**config.mk**
```make
export PLATFORM = sky130hd
export DESIGN_NAME = logic_arbiter
export DESIGN_NICKNAME = d
export VERILOG_FILES = /design/src/rtl/logic_arbiter.sv
export SDC_FILE = /design/constraint.sdc
export NUM_CORES = 1
export LEC_CHECK = 0
export BUFFER_PORTS_ARGS = -buffer_cell sky130_fd_sc_hd__buf_2
export CORE_MARGIN = 2
export CORE_UTILIZATION = 57
export CTS_CLUSTER_DIAMETER = 200
export DETAILED_ROUTE_END_ITERATION = 16
export PLACE_DENSITY = 0.86
export SETUP_SLACK_MARGIN = 0.1
export SKIP_CTS_REPAIR_TIMING = 1
export SYNTH_ARGS = -nofsm -noshare
export SYNTH_HDL_FRONTEND = slang
export SYNTH_SLANG_ARGS = --single-unit
```
**constraint.sdc**
```tcl
create_clock -name clk -period 6.6 [get_ports clk]
set_clock_uncertainty 0.15 [all_clocks]
set_input_delay 0.99 -clock clk [delete_from_list [all_inputs] [get_ports clk]]
set_output_delay 0.99 -clock clk [all_outputs]
set_load 0.03 [all_outputs]
```
**src/rtl/logic_arbiter.sv**
```systemverilog
// logic_arbiter: two-requester arbiter feeding a single registered 32-bit
// logic unit (nor/and/or/xor). IDLE -> EXEC -> RESP, one op per 3 cycles
// with the response consumer always ready.
// Optional build macro: LOGIC_ARB_FIXED_PRIO_EN (requester 0 always wins
// contention; the round-robin last_grant register is removed).
module logic_arbiter (
  input  logic        clk,
  input  logic        rst,
  input  logic [1:0]  req_valid,
  output logic [1:0]  req_ready,
  input  logic [31:0] a0,
  input  logic [31:0] b0,
  input  logic [31:0] a1,
  input  logic [31:0] b1,
  input  logic [1:0]  op0,
  input  logic [1:0]  op1,
  output logic        resp_valid,
  input  logic        resp_ready,
  output logic        resp_id,
  output logic [31:0] resp_out,
  output logic [15:0] ops_done
);

  typedef enum logic [1:0] {
    IDLE = 2'd0,
    EXEC = 2'd1,
    RESP = 2'd2
  } state_t;

  typedef enum logic [1:0] {
    OP_NOR = 2'b00,
    OP_AND = 2'b01,
    OP_OR  = 2'b10,
    OP_XOR = 2'b11
  } op_t;

  state_t      state;
  state_t      state_nxt;
  logic [31:0] a_q;
  logic [31:0] b_q;
  logic [1:0]  op_q;
  logic        id_q;
  logic [15:0] done_cnt;
  logic        grant_id;
  logic        accept;
  logic        resp_fire;

`ifndef LOGIC_ARB_FIXED_PRIO_EN
  logic        last_grant;
`endif

  function automatic logic [31:0] logic_op(input logic [1:0] op,
                                           input logic [31:0] a,
                                           input logic [31:0] b);
    case (op_t'(op))
      OP_NOR:  logic_op = ~(a | b);
      OP_AND:  logic_op = a & b;
      OP_OR:   logic_op = a | b;
      default: logic_op = a ^ b;
    endcase
  endfunction

  assign accept     = (state == IDLE) && (|req_valid);
  assign resp_valid = (state == RESP);
  assign resp_fire  = resp_valid && resp_ready;
  assign ops_done   = done_cnt;

  // Pick the winner among the currently valid requesters.
  always_comb begin
    // NOTE: every always_comb output gets a default first so no path leaves it unassigned (no latch).
    grant_id = 1'b0;
    case (req_valid)
      2'b10: grant_id = 1'b1;
`ifdef LOGIC_ARB_FIXED_PRIO_EN
      2'b11: grant_id = 1'b0;
`else
      2'b11: grant_id = ~last_grant;
`endif
      default: grant_id = 1'b0;
    endcase
  end

  // Next-state and combinational ready for the winning requester.
  always_comb begin
    state_nxt = state;
    req_ready = 2'b00;
    case (state)
      IDLE: begin
        if (|req_valid) begin
          req_ready[grant_id] = 1'b1;
          state_nxt           = EXEC;
        end
      end
      EXEC:    state_nxt = RESP;
      RESP:    if (resp_ready) state_nxt = IDLE;
      default: state_nxt = IDLE;
    endcase
  end

  // State register; reset wins over any handshake on the same edge.
  always_ff @(posedge clk) begin
    // NOTE: sequential state uses non-blocking assignment so all flops update from pre-edge values.
    if (rst) state <= IDLE;
    else     state <= state_nxt;
  end

  // Capture the winning requester's operands on the accept edge.
  always_ff @(posedge clk) begin
    // NOTE: pure data holding registers are left unreset; they are only read after being loaded.
    if (accept) begin
      a_q  <= grant_id ? a1  : a0;
      b_q  <= grant_id ? b1  : b0;
      op_q <= grant_id ? op1 : op0;
      id_q <= grant_id;
    end
  end

  // Evaluate the captured operation in EXEC; hold it through RESP.
  always_ff @(posedge clk) begin
    if (rst) begin
      resp_out <= 32'd0;
      resp_id  <= 1'b0;
    end else if (state == EXEC) begin
      resp_out <= logic_op(op_q, a_q, b_q);
      resp_id  <= id_q;
    end
  end

  // Count completed responses; wraps naturally at 16 bits.
  always_ff @(posedge clk) begin
    if (rst)            done_cnt <= 16'd0;
    else if (resp_fire) done_cnt <= done_cnt + 16'd1;
  end

`ifndef LOGIC_ARB_FIXED_PRIO_EN
  // Remember who was served last so contention alternates; 1 after reset so requester 0 wins first.
  always_ff @(posedge clk) begin
    if (rst)            last_grant <= 1'b1;
    else if (resp_fire) last_grant <= resp_id;
  end
`endif

endmodule

```
==> summary.txt <==
Status -> complete, no violations
Top Ports -> 189
Nets@finish -> 1035
Antenna violations before repair -> 0
Crit path top cell by count -> buf_2
Post-synth ARST share -> 0
Worst EP arrival -> 2610 ps
WL final -> 14000 µm
Die footprint -> 0.0129 mm²
Mapped cell area -> 0.00684 mm²
Max Cap Viol -> 0
Largest net degree at the start of global routing -> 128
CP top delay family -> buffers and inverters
Count of cell types in the netlist -> 36
Synth Net Count -> 866
Final worst-path cycle share -> 0.568
Worst-margin pin slew -> 1160 ps
Via count -> 5252
Power per cell area -> 264 mW/mm²
Syn Area/Cell -> 10.3 µm²
Slew margin rel. -> 0.229
Crit Path Max Fanout -> 53
Yosys top cell area share -> 0.294
Area grow syn2layout -> 22.7%
Antenna diodes -> 0
Ratio of cells with drive above 1 in the final layout -> 0.349
Num Clock Sinks -> 119
First-pass DRT Iterations -> 4
Fill count -> 882
Worst path bufs/invs -> 3
Worst setup EP type -> primary output
Port bufs -> 188
Worst Hold Class -> reg2reg
CTS buffer count -> 17
DRC viols -> 0
Setup TNS -> 0 ps
Via/cell ratio -> 5.29
Synth top area cells -> edfxtp_1 (29%), dfxtp_1 (15%), ha_1 (12%)
Final Setup Violations -> 0
Achievable frequency -> 267 MHz
Largest area contributor in the netlist -> edfxtp_1
Critical path, cell by cell -> buf_2 > a21boi_4 > buf_4 > nor2_1 > buf_2
Core area -> 0.0119 mm²
Top post-synthesis cells by count -> a21oi_1 (67), edfxtp_1 (67), inv_1 (66), mux2_2 (66), ha_1 (65)
# H-tree levels -> 4
Overall power -> 2.21 mW
Rows -> 40
Max VDD drop -> 0.198 mV
RSZ-0062 raised after global routing -> no
Reg area -> 0.00305 mm²
Yosys warning count -> 0
Total congestion overflow -> 0
Post-DRT Antenna Nets -> 0
Die width -> 114 µm
Seq/Total Area, Yosys -> 0.446
Worst setup SP type -> primary input
Global Route Usage Sum -> 0.220
Critical-path top delay cell -> buf_4
WL/cell -> 14.1 µm
Deepest clock path buffer count -> 2
Fin. max-slew vios -> 0
Post-synth EDFFs -> 67
Initial Util -> 0.577
Tmin final -> 3750 ps
WS Path Type -> in2out
Main flop type after synthesis -> edfxtp_1
Final Wtd Congestion -> 0.827
Synthesized instance count -> 664
Root buffer cell -> clkbuf_16
Die H -> 114 µm
Global-route wire length before repair -> 22400 µm
Vias in the first global route -> 5000
Hpwl dp -> 9270 µm
Yosys reg bits -> 119
Clock transition at path regs -> 50 ps
P_leak -> 3.84 nW
Worst-Skew Late Latency -> 410 ps
Slowest stage delay, CP -> 640 ps
Starting DRT DRC Count -> 277
Final hold viol count -> 0
Critical Path RT -> 5460 ps
Multi-input logic area -> 0.00335 mm²
CTS tree -> done
[final cells by class]
cell class,count,share of cell area
clock buffer,22,0.0565
clock inverter,10,0.0121
inverter,66,0.0295
multi-input combinational,436,0.399
sequential,119,0.364
tap,147,0.0219
timing repair buffer,193,0.117
[worst reg2reg max path, cell delays in order, from the launching register on]
cell and delay [ps]:
dfxtp_1 330, a21boi_4 510, buf_4 650, mux2_2 460
[placed cells by master (no fill, tap or decap), types with 17 or more instances in the layout]
cell       synthesis  layout
inv_1             66      65
nor2b_1           36      36
edfxtp_1          67      67
a211o_1           32      32
ha_1              65      65
clkbuf_16          0      17
nand2_1           39      39
a211oi_1          31      31
buf_2             20     188
dfxtp_1           52      52
nor2_1            50      50
mux2_2            66      66
a21oi_1           67      67
[state kept, by name, indices dropped and copies added, names as in the netlist]
signal,cells
a_q,32
ops_done,16
last_grant,1
resp_id,1
op_q,2
resp_out,32
id_q,1
state,2
b_q,32
[worst paths after layout]
path                                   start            to  slack [ps]  depth (start not counted)
worst max register to register    last_grant       b_q[30]        4260                          3
worst max-delay path            req_valid[0]  req_ready[0]        2850                          5
worst min register to register  resp_out[12]  resp_out[12]         300                          2
worst min-delay path            resp_out[12]  resp_out[12]         300                          2
[logic make-up (layout without fill, tap and decap cells)]
family,after synthesis,after routing,share of synthesized area
xor+xnor,10,10,0.0128
fa+ha+maj,65,65,0.119
mux,69,69,0.113
simple gates,156,156,0.113
flops,119,119,0.446
buf+inv,109,291,0.0651
compound gates,136,136,0.130
[stage by stage]
stage / utilization / hold slack (ps) / area (µm²) / setup slack (ps) / std cells
after floorplan: - / 303 / 6840 / 3510 / 664
after global placement: 0.659 / 289 / 7810 / 2840 / 961
after detailed placement: 0.659 / 293 / 7810 / 2810 / 961
after CTS: 0.707 / 301 / 8390 / 2810 / 993
after global routing: 0.707 / 318 / 8390 / 2670 / 993
final: 0.707 / 300 / 8390 / 2850 / 993
[per-layer routing]
layer / GRT usage / share of wire
met5: 0 / 0
met1: 0.239 / 0.40
met3: 0.0755 / 0.058
met2: 0.408 / 0.53
met4: 0.0610 / 0.011
[power by group]
part | leakage [nW] | total [mW] | internal (mW) | switching, mW
Sequential | 1.08 | 0.908 | 0.870 | 0.0379
Combinational | 2.47 | 0.408 | 0.171 | 0.237
Clock | 0.294 | 0.897 | 0.580 | 0.317
Total | 3.84 | 2.21 | 1.62 | 0.592
No activity file was read; power rests on OpenSTA's default activity.
